<file path="config.mk">
export PLATFORM = sky130hd
export DESIGN_NAME = conv_psum_pass_acc
export DESIGN_NICKNAME = d
export VERILOG_FILES = /design/src/rtl/conv_acc_pkg.sv /design/src/rtl/acc_out_fifo.sv /design/src/rtl/conv_psum_pass_acc.sv
export SDC_FILE = /design/constraint.sdc
export NUM_CORES = 2
export LEC_CHECK = 0
export CAP_MARGIN = 5
export CORE_MARGIN = 5
export CORE_UTILIZATION = 53
export DETAILED_ROUTE_END_ITERATION = 10
export GPL_ROUTABILITY_DRIVEN = 0
export PLACE_DENSITY = 0.81
export SLEW_MARGIN = 20
export SYNTH_ARGS = -nofsm -noshare
export SYNTH_HDL_FRONTEND = slang
export SYNTH_SLANG_ARGS = --single-unit
</file>
<file path="constraint.sdc">
create_clock -name clk -period 22.5 [get_ports clk]
set_clock_uncertainty 0.1 [all_clocks]
set_input_delay 3.375 -clock clk [delete_from_list [all_inputs] [get_ports clk]]
set_output_delay 3.375 -clock clk [all_outputs]
set_load 0.03 [all_outputs]
</file>
<file path="src/rtl/conv_acc_pkg.sv">
// Shared definitions for the multi-pass partial-sum accumulator.
//   acc_state_e : controller states
//   fifo_depth  : output FIFO depth for a given bank read latency
//   lane_add    : wrapping lane adder; callers truncate to their lane width
package conv_acc_pkg;

  typedef enum logic [1:0] {
    IDLE  = 2'd0,
    RUN   = 2'd1,
    DRAIN = 2'd2,
    DONE  = 2'd3
  } acc_state_e;

  // Room for every read in flight plus one beat held at the head and one
  // being pushed, so the final pass streams at full rate when s_ready=1.
  localparam int FIFO_SLACK = 2;

  localparam int LANE_MAX_W = 64;

  function automatic int fifo_depth(input int rd_lat);
    return rd_lat + FIFO_SLACK;
  endfunction

  // Two's complement wrap falls out of truncating the unsigned sum.
  function automatic logic [LANE_MAX_W-1:0] lane_add(input logic [LANE_MAX_W-1:0] a,
                                                     input logic [LANE_MAX_W-1:0] b);
    return a + b;
  endfunction

endpackage

</file>
<file path="src/rtl/acc_out_fifo.sv">
// Synchronous output FIFO for final-pass results.
//   clk, rst      : clock, asynchronous active-high reset (flushes contents)
//   push, din     : write side (push ignored when full)
//   pop, dout     : read side, dout is the current head (ignored when empty)
//   empty         : no entries
//   count         : current occupancy, used by the upstream credit check
module acc_out_fifo
  import conv_acc_pkg::*;
#(
  parameter int W     = 132,
  parameter int DEPTH = 3,
  parameter int CW    = $clog2(DEPTH + 1)
) (
  input  logic          clk,
  input  logic          rst,
  input  logic          push,
  input  logic [W-1:0]  din,
  input  logic          pop,
  output logic [W-1:0]  dout,
  output logic          empty,
  output logic [CW-1:0] count
);

  localparam int PW = (DEPTH > 1) ? $clog2(DEPTH) : 1;

  logic [W-1:0]  mem_q [DEPTH];
  logic [W-1:0]  mem_d [DEPTH];
  logic [PW-1:0] wr_ptr_q, wr_ptr_d;
  logic [PW-1:0] rd_ptr_q, rd_ptr_d;
  logic [CW-1:0] count_q, count_d;
  logic          do_push, do_pop, full;

  function automatic logic [PW-1:0] ptr_inc(input logic [PW-1:0] p);
    return (p == PW'(DEPTH - 1)) ? '0 : p + 1'b1;
  endfunction

  assign empty = (count_q == '0);
  assign full  = (count_q == CW'(DEPTH));
  assign count = count_q;
  assign dout  = mem_q[rd_ptr_q];

  always_comb begin
    do_push  = push && !full;
    do_pop   = pop && !empty;
    mem_d    = mem_q;
    wr_ptr_d = wr_ptr_q;
    rd_ptr_d = rd_ptr_q;
    count_d  = count_q;
    if (do_push) begin
      mem_d[wr_ptr_q] = din;
      wr_ptr_d        = ptr_inc(wr_ptr_q);
    end
    if (do_pop) begin
      rd_ptr_d = ptr_inc(rd_ptr_q);
    end
    if (do_push && !do_pop) begin
      count_d = count_q + 1'b1;
    end else if (!do_push && do_pop) begin
      count_d = count_q - 1'b1;
    end
  end

  // Contents are cleared on reset so the head reads zero afterwards.
  always_ff @(posedge clk or posedge rst) begin
    if (rst) begin
      for (int k = 0; k < DEPTH; k++) mem_q[k] <= '0;
      wr_ptr_q <= '0;
      rd_ptr_q <= '0;
      count_q  <= '0;
    end else begin
      mem_q    <= mem_d;
      wr_ptr_q <= wr_ptr_d;
      rd_ptr_q <= rd_ptr_d;
      count_q  <= count_d;
    end
  end

endmodule

</file>
<file path="src/rtl/conv_psum_pass_acc.sv">
// Multi-pass convolution partial-sum accumulator.
// Each pass reads a product word (bank 1) and a bias/partial-sum word
// (bank 2), adds them lane-wise with wrap, and either writes the result back
// to bank 2 (intermediate passes) or streams it through a small output FIFO
// with backpressure (final pass).
//
// Ports:
//   clk, rst                 clock, asynchronous active-high reset
//   cfg_valid / cfg_ready    configuration handshake (ready only when idle)
//   cfg_base1, cfg_base2     bank 1 / bank 2 base addresses
//   cfg_len, cfg_npass       words per pass, pass count (0 treated as 1)
//   m_rd_en, m_addr1/2       bank read strobe and addresses
//   m_data1/2                bank read data, RD_LAT cycles after the strobe
//   m_sum, m_wr_addr, m_valid  bank 2 write-back of intermediate sums
//   s_sum, s_valid, s_ready  final result stream
//   busy, done               activity flag, one-cycle completion pulse
//
// Build option: ACC_RELU_EN clamps negative final-pass lanes to zero;
// write-back partial sums are never clamped.
//
// state | meaning
// IDLE  | waiting for a configuration
// RUN   | issuing one read per cycle (final pass limited by FIFO credit)
// DRAIN | waiting for in-flight reads, write-back and (final) FIFO to empty
// DONE  | one-cycle completion pulse
module conv_psum_pass_acc
  import conv_acc_pkg::*;
#(
  parameter int AW     = 11,
  parameter int DW     = 22,
  parameter int DN     = 6,
  parameter int RD_LAT = 1
) (
  input  logic             clk,
  input  logic             rst,
  input  logic             cfg_valid,
  output logic             cfg_ready,
  input  logic [AW-1:0]    cfg_base1,
  input  logic [AW-1:0]    cfg_base2,
  input  logic [7:0]       cfg_len,
  input  logic [3:0]       cfg_npass,
  output logic             m_rd_en,
  output logic [AW-1:0]    m_addr1,
  output logic [AW-1:0]    m_addr2,
  input  logic [DW*DN-1:0] m_data1,
  input  logic [DW*DN-1:0] m_data2,
  output logic [DW*DN-1:0] m_sum,
  output logic [AW-1:0]    m_wr_addr,
  output logic             m_valid,
  output logic [DW*DN-1:0] s_sum,
  output logic             s_valid,
  input  logic             s_ready,
  output logic             busy,
  output logic             done
);

  localparam int LW    = DW * DN;
  localparam int DEPTH = fifo_depth(RD_LAT);
  localparam int CW    = $clog2(DEPTH + 1);

  acc_state_e        state_q, state_d;
  logic [AW-1:0]     addr1_q, addr1_d;
  logic [AW-1:0]     addr2_q, addr2_d;
  logic [AW-1:0]     base2_q, base2_d;
  logic [AW-1:0]     wb_ptr_q, wb_ptr_d;
  logic [7:0]        len_q, len_d;
  logic [7:0]        remain_q, remain_d;
  logic [3:0]        last_q, last_d;
  logic [3:0]        p_q, p_d;
  logic [RD_LAT-1:0] vld_q, vld_d;
  logic [LW-1:0]     m_sum_q, m_sum_d;
  logic [AW-1:0]     m_wr_addr_q, m_wr_addr_d;
  logic              m_valid_q, m_valid_d;

  logic [LW-1:0]     raw_sum, fin_sum;
  logic              issue, arrive, final_pass, credit_ok, drained;
  logic              fifo_push, fifo_pop, fifo_empty;
  logic [CW-1:0]     fifo_count;
  logic [LW-1:0]     fifo_dout;
  int                occ;

  always_comb begin
    raw_sum = '0;
    for (int k = 0; k < DN; k++) begin
      raw_sum[k*DW +: DW] = DW'(lane_add(LANE_MAX_W'(m_data1[k*DW +: DW]),
                                         LANE_MAX_W'(m_data2[k*DW +: DW])));
    end
    fin_sum = raw_sum;
`ifdef ACC_RELU_EN
    for (int k = 0; k < DN; k++) begin
      if (raw_sum[k*DW + DW - 1]) fin_sum[k*DW +: DW] = '0;
    end
`endif
  end

  // Credit counts reads still in the latency pipe plus FIFO entries, so an
  // issued final-pass read always has a FIFO slot when its data returns.
  always_comb begin
    occ = int'(fifo_count);
    for (int k = 0; k < RD_LAT; k++) occ = occ + int'(vld_q[k]);
    credit_ok = (occ < DEPTH);
  end

  assign final_pass = (p_q == last_q);
  assign arrive     = vld_q[RD_LAT-1];
  assign fifo_pop   = s_valid && s_ready;
  // On the final pass a beat leaving this cycle counts as already drained,
  // so done lands the cycle after the last accept.
  assign drained    = (vld_q == '0) && !m_valid_q &&
                      (!final_pass || (fifo_count == '0) ||
                       ((fifo_count == CW'(1)) && fifo_pop));

  always_comb begin
    state_d     = state_q;
    addr1_d     = addr1_q;
    addr2_d     = addr2_q;
    base2_d     = base2_q;
    wb_ptr_d    = wb_ptr_q;
    len_d       = len_q;
    remain_d    = remain_q;
    last_d      = last_q;
    p_d         = p_q;
    m_sum_d     = m_sum_q;
    m_wr_addr_d = m_wr_addr_q;
    m_valid_d   = 1'b0;
    issue       = 1'b0;
    fifo_push   = 1'b0;

    case (state_q)
      IDLE: begin
        if (cfg_valid) begin
          addr1_d  = cfg_base1;
          addr2_d  = cfg_base2;
          base2_d  = cfg_base2;
          wb_ptr_d = cfg_base2;
          len_d    = cfg_len;
          remain_d = cfg_len;
          last_d   = (cfg_npass == 4'd0) ? 4'd0 : cfg_npass - 4'd1;
          p_d      = '0;
          state_d  = (cfg_len != 8'd0) ? RUN : DRAIN;
        end
      end
      RUN: begin
        if (!final_pass || credit_ok) begin
          issue    = 1'b1;
          // Passes are contiguous in bank 1, so addr1 just keeps counting.
          addr1_d  = addr1_q + 1'b1;
          addr2_d  = addr2_q + 1'b1;
          remain_d = remain_q - 1'b1;
          if (remain_q == 8'd1) state_d = DRAIN;
        end
      end
      DRAIN: begin
        if (drained) begin
          if (final_pass) begin
            state_d = DONE;
          end else begin
            p_d      = p_q + 1'b1;
            addr2_d  = base2_q;
            wb_ptr_d = base2_q;
            remain_d = len_q;
            state_d  = (len_q != 8'd0) ? RUN : DRAIN;
          end
        end
      end
      DONE: begin
        state_d = IDLE;
      end
      default: state_d = IDLE;
    endcase

    // p cannot advance while reads are in flight, so p_q identifies the
    // pass each returning word belongs to.
    if (arrive) begin
      if (final_pass) begin
        fifo_push = 1'b1;
      end else begin
        m_sum_d     = raw_sum;
        m_wr_addr_d = wb_ptr_q;
        m_valid_d   = 1'b1;
        wb_ptr_d    = wb_ptr_q + 1'b1;
      end
    end
  end

  assign vld_d = (vld_q << 1) | RD_LAT'(issue);

  always_ff @(posedge clk or posedge rst) begin
    if (rst) begin
      state_q     <= IDLE;
      addr1_q     <= '0;
      addr2_q     <= '0;
      base2_q     <= '0;
      wb_ptr_q    <= '0;
      len_q       <= '0;
      remain_q    <= '0;
      last_q      <= '0;
      p_q         <= '0;
      vld_q       <= '0;
      m_sum_q     <= '0;
      m_wr_addr_q <= '0;
      m_valid_q   <= 1'b0;
    end else begin
      state_q     <= state_d;
      addr1_q     <= addr1_d;
      addr2_q     <= addr2_d;
      base2_q     <= base2_d;
      wb_ptr_q    <= wb_ptr_d;
      len_q       <= len_d;
      remain_q    <= remain_d;
      last_q      <= last_d;
      p_q         <= p_d;
      vld_q       <= vld_d;
      m_sum_q     <= m_sum_d;
      m_wr_addr_q <= m_wr_addr_d;
      m_valid_q   <= m_valid_d;
    end
  end

  acc_out_fifo #(
    .W     (LW),
    .DEPTH (DEPTH),
    .CW    (CW)
  ) u_out_fifo (
    .clk   (clk),
    .rst   (rst),
    .push  (fifo_push),
    .din   (fin_sum),
    .pop   (fifo_pop),
    .dout  (fifo_dout),
    .empty (fifo_empty),
    .count (fifo_count)
  );

  assign cfg_ready = (state_q == IDLE);
  assign busy      = (state_q != IDLE);
  assign done      = (state_q == DONE);
  assign m_rd_en   = issue;
  assign m_addr1   = addr1_q;
  assign m_addr2   = addr2_q;
  assign m_sum     = m_sum_q;
  assign m_wr_addr = m_wr_addr_q;
  assign m_valid   = m_valid_q;
  assign s_valid   = !fifo_empty;
  assign s_sum     = fifo_dout;

endmodule

</file>
# [Word-level counts from Yosys, hierarchy flattened]
# Index checks and enable logic that the tools add are counted.
[totals] in_bits=302 out_inout_bits=303 register_bits=617 word_cells=140
[classes] bitwise=4 eq_ne=14 n_lt_le_gt_ge=4 add_sub_neg=17 muxes=48 reduce_logical=34
[op_table] cell="$bwmux 396" count=1
[op_table] cell="$mux 132" count=3
[op_table] cell="$bmux 132 s2" count=1
[op_table] cell="$demux 132 s2" count=1
[op_table] cell="$add 22x22->22" count=6
[op_table] cell="$mux 11" count=11
[op_table] cell="$pmux 11 s2" count=2
[op_table] cell="$add 11x1->11 const B" count=3
[op_table] cell="$pmux 11 s3" count=1
[op_table] cell="$mux 8" count=4
[op_table] cell="$pmux 8 s3" count=1
[op_table] cell="$mux 2" count=11
[op_table] cell="$mux 4" count=4
[op_table] cell="$reduce_bool 8->1" count=2
[op_table] cell="$eq 2x2->1 const B" count=5
[op_table] cell="$ne 2x2->1 const B" count=5
[op_table] cell="$logic_and 1x1->1" count=9
[op_table] cell="$eq 8x1->1 const B" count=1
[op_table] cell="$pmux 2 s4" count=1
[op_table] cell="$pmux 4 s2" count=1
[op_table] cell="$reduce_and 4->1" count=2
[op_table] cell="$reduce_bool 2->1" count=4
[op_table] cell="$sub 8x1->8 const B" count=1
[op_table] cell="$add 2x1->2 const B" count=3
[op_table] cell="other kinds (20)" count=38

# [Longest topological paths before layout]
[logic_depth] word_depth=10 ltp_mapped=11 mapped_depth_nobuf=11

# [Hierarchy]
# Synthesis repeated with hierarchy kept, for this count alone.
[hier_totals] cells_unflattened=3104 area_unflattened_um2=33788.7
[by_module_without_submodules] module="acc_out_fifo" instances=1 area_per_inst_um2=17862.1 cells_each=1303
[by_module_without_submodules] module="conv_psum_pass_acc" instances=1 area_per_inst_um2=15926.5 cells_each=1801

# [Worst setup path before layout]
# No wires, ideal clock.
[synth_path] kind="flip-flop to output port" startpoint="register u_out_fifo.rd_ptr_q[1]" endpoint="output s_sum[100]" path_slack_ns=16.826 t_arrival_ns=2.199 path_stages_with_launch=6 cell_sequence="dfrtp_1 clkbuf_1 buf_1 buf_1 mux2i_1 o21ai_0"
[synth_between] elab_chain_cells=4
[synth_lines] item="from (decl)" line="acc_out_fifo.sv:29" source="logic [PW-1:0] rd_ptr_q, rd_ptr_d;"
[synth_lines] item="from (signal assigned)" line="acc_out_fifo.sv:73" source="rd_ptr_q <= rd_ptr_d;"
[synth_lines] item="$not 2->3 (not written as such)" line="acc_out_fifo.sv:40" source="assign dout = mem_q[rd_ptr_q];"
[synth_lines] item="$bmux 132 s2" line="acc_out_fifo.sv:40"
[synth_lines] item="$mux 132 (not written as such) (2 in a row)" line="acc_out_fifo.sv:40"
[synth_lines] item="to (decl)" line="conv_psum_pass_acc.sv:50" source="output logic [DW*DN-1:0] s_sum,"
# Every way passes these cells. The select of a mux whose other input is x is not followed.

# [Worst setup path after layout]
[layout_path] startpoint="register u_out_fifo.rd_ptr_q[1]" endpoint="output s_sum[84]"
# Same word-level chain as after synthesis.

==> load_flow_metrics.sql <==
INSERT INTO impl_metrics (metric_group, metric, value, unit) VALUES
('outcome', 'run_status', 'completed', ''),
('clocking', 'clock_sink_count', '617', ''),
('die', 'coreArea', '60600', 'sq um'),
('routing', 'vias_per_cell', '5.73', ''),
('clocking', 'post_cts_buffers', '0', ''),
('timing', 'layout_min_cycle_time', '7.62', 'ns'),
('synth', 'syn_inst', '3684', ''),
('worst_setup_path', 'required', '19.03', 'ns'),
('clocking', 'longest_clk_path_bufs', '3', ''),
('global_routing', 'first_global_vias', '27778', ''),
('global_routing', 'grt.total_usage', '28.2', '%'),
('synth', 'post_synth_most_frequent_cells', 'sky130_fd_sc_hd__nand2_1, sky130_fd_sc_hd__o21ai_0, sky130_fd_sc_hd__dfrtp_1', ''),
('routing', 'initialDrtViolationCount', '2465', ''),
('final_layout', 'fill_count', '4714', ''),
('synth', 'postSynth.topFlopCell', 'sky130_fd_sc_hd__dfrtp_1', ''),
('routing', 'final_antenna_net_count', '0', ''),
('place', 'port_buffers', '604', ''),
('die', 'die_width', '258', 'um'),
('clocking', 'worst_skew_pair_latency', '0.59', 'ns'),
('synth', 'number_of_enable_type_register_cells_in_the_synthesized_netlist', '0', ''),
('timing', 'slew_headroom', '27.6', '%'),
('timing', 'finalSetupViolations', '0', ''),
('place', 'dpl.hpwl', '67.3', 'mm'),
('die', 'io-pin-count', '605', ''),
('synth', 'synth.avg_cell_area', '8.83', 'sq um'),
('clocking', 'tritoncts', 'done', ''),
('synth', 'synth.ff_latch_count', '617', ''),
('synth', 'syn_area', '32500', 'sq um'),
('clocking', 'ctsHoldBuffers', '0', ''),
('global_routing', 'grt_first_pass_wirelength', '153', 'mm'),
('routing', 'sum_of_routed_wire_length_over_all_layers', '97.3', 'mm'),
('global_routing', 'grt_overflow', '0', ''),
('power_and_ir_drop', 'static-leakage-power', '18.6', 'nW'),
('worst_setup_path', 'cp-end-kind', 'output port', ''),
('worst_setup_path', 'critical_path_arrival', '4.15', 'ns'),
('global_routing', 'antenna_found_initial', '1', ''),
('worst_setup_path', 'setup.worst_path.class', 'reg -> out', ''),
('routing', 'num_vias', '28700', ''),
('synth', 'synth_area_leader_cell', 'sky130_fd_sc_hd__dfrtp_1', ''),
('synth', 'post_synth_main_area_contributors', 'sky130_fd_sc_hd__dfrtp_1, sky130_fd_sc_hd__o21ai_0, sky130_fd_sc_hd__nand2_1', ''),
('power_and_ir_drop', 'ir_drop', '97.5', 'uV'),
('routing', 'wl_per_cell', '19.4', 'um'),
('synth', 'ys_warns', '0', ''),
('worst_setup_path', 'path_max_fanout', '49', ''),
('flow_run', 'max_cap_viol_count', '0', ''),
('clocking', 'path_clk_slew', '0.06', 'ns'),
('hold_path', 'hold_class', 'reg -> reg', ''),
('routing', 'drc', '0', ''),
('final_layout', 'fraction_of_layout_cells_with_a_size_suffix_above_1', '4.26', '%'),
('worst_setup_path', 'critical_path.startpoint', 'u_out_fifo.rd_ptr_q[1]$_DFFE_PP0P_', ''),
('die', 'initial_core_util', '53.7', '%'),
('clocking', 'clock_tree.root_cell', 'sky130_fd_sc_hd__clkbuf_16', ''),
('final_layout', 'syn2layout_area_growth', '27.1', '%'),
('worst_setup_path', 'worst_r2r_startpoint', 'p_q[0]$_DFFE_PP0P_', ''),
('timing', 'min_period_over_period', '33.9', '%'),
('clocking', 'htree_num_levels', '3', ''),
('routing', 'detail_route.first_pass.iterations', '6', ''),
('synth', 'synth_top_area_share', '47.4', '%'),
('clocking', 'cts_buffer_count', '68', ''),
('worst_setup_path', 'critPathLaunchType', 'flip-flop', ''),
('hold_path', 'min_from', 'u_out_fifo.mem_q[88]$_DFFE_PP0P_', ''),
('final_layout', 'final_nets', '4627', ''),
('die', 'die_y', '258', 'um'),
('timing', 'final_sum_of_negative_setup_slack', '0', 'ns'),
('synth', 'synth-async-reset-ratio', '100', '%'),
('timing', 'report.final.hold_viol_count', '0', ''),
('final_layout', 'fin_util', '68.3', '%'),
('timing', 'peak_freq', '131', 'MHz'),
('synth', 'synth.distinct_cells', '82', ''),
('synth', 'postSynthNetCount', '4134', ''),
('die', 'die_area', '66500', 'sq um'),
('die', 'num_rows', '90', ''),
('timing', 'tightest_slew', '1.09', 'ns'),
('global_routing', 'largest_net_degree_at_the_start_of_global_routing', '198', ''),
('timing', 'grt_setup_unrepaired', 'no', ''),
('synth', 'ys_seq_area_share', '47.4', '%'),
('power_and_ir_drop', 'power-per-cell-area', '155', 'nW/um^2'),
('synth', 'post-synth-top-count-cell', 'sky130_fd_sc_hd__nand2_1', ''),
('clocking', 'cts.repair.resized', '0', ''),
('timing', 'final-max-slew-violation-count', '0', '');
==> per-stage QoR <==
step / instance area [sq um] / worst slack [ns] / hold WS, ns / instances / power (mW)
4_1_cts: 41300 / 14.57 / 0.369 / 5006 / 6.42
5_1_grt: 41400 / 14.38 / 0.393 / 5008 / 6.79
6_report: 41400 / 14.88 / 0.369 / 5009 / 6.40
2_1_floorplan: 32500 / 1.75 / 0.338 / 3684 / 3.92
3_3_place_gp: 39000 / 13.99 / 0.350 / 4887 / 5.16
3_5_place_dp: 39000 / 13.94 / 0.356 / 4887 / 5.24
==> power breakdown <==
| part | total (mW) | switching [mW] | internal [mW] |
|---|---|---|---|
| clock | 1.15 | 0.446 | 0.705 |
| combinational | 3.21 | 2.02 | 1.20 |
| sequential | 2.04 | 0.373 | 1.66 |
==> cells in the final DEF, fill, tap and decap left out, types with 7 or more instances in the layout <==
cell type	instances
sky130_fd_sc_hd__a211oi_1	11
sky130_fd_sc_hd__a21oi_1	164
sky130_fd_sc_hd__nand3b_1	9
sky130_fd_sc_hd__clkbuf_16	73
sky130_fd_sc_hd__clkdlybuf4s50_1	604
sky130_fd_sc_hd__o21a_1	14
sky130_fd_sc_hd__o21ai_1	28
sky130_fd_sc_hd__o21bai_1	7
sky130_fd_sc_hd__clkbuf_8	14
sky130_fd_sc_hd__clkbuf_1	12
sky130_fd_sc_hd__nand3_1	52
sky130_fd_sc_hd__ha_1	141
sky130_fd_sc_hd__o31ai_1	17
sky130_fd_sc_hd__a21o_1	55
sky130_fd_sc_hd__nor2b_1	13
sky130_fd_sc_hd__a31oi_1	17
sky130_fd_sc_hd__nor2_1	112
sky130_fd_sc_hd__clkinv_2	11
sky130_fd_sc_hd__nand2_1	929
sky130_fd_sc_hd__nand4_1	17
sky130_fd_sc_hd__nor3_1	21
sky130_fd_sc_hd__mux2i_1	148
sky130_fd_sc_hd__nand2b_1	27
sky130_fd_sc_hd__dfrtp_1	615
sky130_fd_sc_hd__buf_4	23
sky130_fd_sc_hd__and2_1	9
sky130_fd_sc_hd__a22oi_1	16
sky130_fd_sc_hd__xnor2_1	67
sky130_fd_sc_hd__and3_1	19
sky130_fd_sc_hd__nor4_1	7
sky130_fd_sc_hd__o21ai_0	715
sky130_fd_sc_hd__o22ai_1	13
sky130_fd_sc_hd__inv_1	56
sky130_fd_sc_hd__xor2_1	59
==> critical path: stages, from the launching register on <==
cell,delay [ns]
sky130_fd_sc_hd__dfrtp_4,1.08
sky130_fd_sc_hd__buf_4,0.81
sky130_fd_sc_hd__mux2i_1,0.17
sky130_fd_sc_hd__o21ai_0,0.58
sky130_fd_sc_hd__clkdlybuf4s50_1,0.80
==> kinds of logic (layout without fill, tap and decap cells) <==
| kind of cell | Yosys count | count (layout) | share of synthesized area (%) |
|---|---|---|---|
| AOI/OAI and AO/OA | 1132 | 1132 | 19.5 |
| xor gates and xnor gates | 128 | 128 | 3.49 |
| DFF | 617 | 617 | 47.4 |
| muxes | 150 | 150 | 4.62 |
| buffers and inverters | 266 | 808 | 3.28 |
| other | 0 | 1 | 0 |
| adders and majority gates | 148 | 148 | 5.83 |
| and+or+nand+nor | 1243 | 1243 | 15.8 |
==> state kept, by name (all words and copies together) (netlist names), 11 cells and up <==
name              flops
base2_q              11
u_out_fifo.mem_q    396
m_addr2              11
m_addr1              11
m_sum               132
wb_ptr_q             11
m_wr_addr            11
==> metal layers <==
layer / share of wire (%) / up-vias / global-route usage [%]
li1: - / 13719 / -
met1: 41 / 13859 / 36.1
met2: 50 / 957 / 48.6
met3: 6.6 / 165 / 5.89
met4: 3.0 / 0 / 8.37
met5: 0 / - / 0
==> path summary, 6_finish.rpt <==
kind                                                endpoint  slack [ns]  cells past startpoint
hold reg to reg             u_out_fifo.mem_q[88]$_DFFE_PP0P_        0.37                      2
min in group asynchronous              m_sum[25]$_DFFE_PP0P_        3.28                      2
setup / recovery                                   s_sum[84]       14.88                      4
max in group asynchronous  u_out_fifo.mem_q[242]$_DFFE_PP0P_       15.12                      6
hold / removal              u_out_fifo.mem_q[88]$_DFFE_PP0P_        0.37                      2
setup reg to reg           u_out_fifo.mem_q[334]$_DFFE_PP0P_       19.06                      9
==> cell type report <==
cell class	instances	area, sq um	share of cell area [%]
Tap cell	782	978	2.37
Antenna cell	1	2.50	0.00605
Inverter	58	225	0.544
Clock buffer	99	2060	4.99
Clock inverter	20	260	0.629
Timing Repair Buffer	631	6300	15.2
Sequential cell	617	15400	37.3
Multi-Input combinational cell	2801	16100	38.9
(Power assumes the default switching activity.)
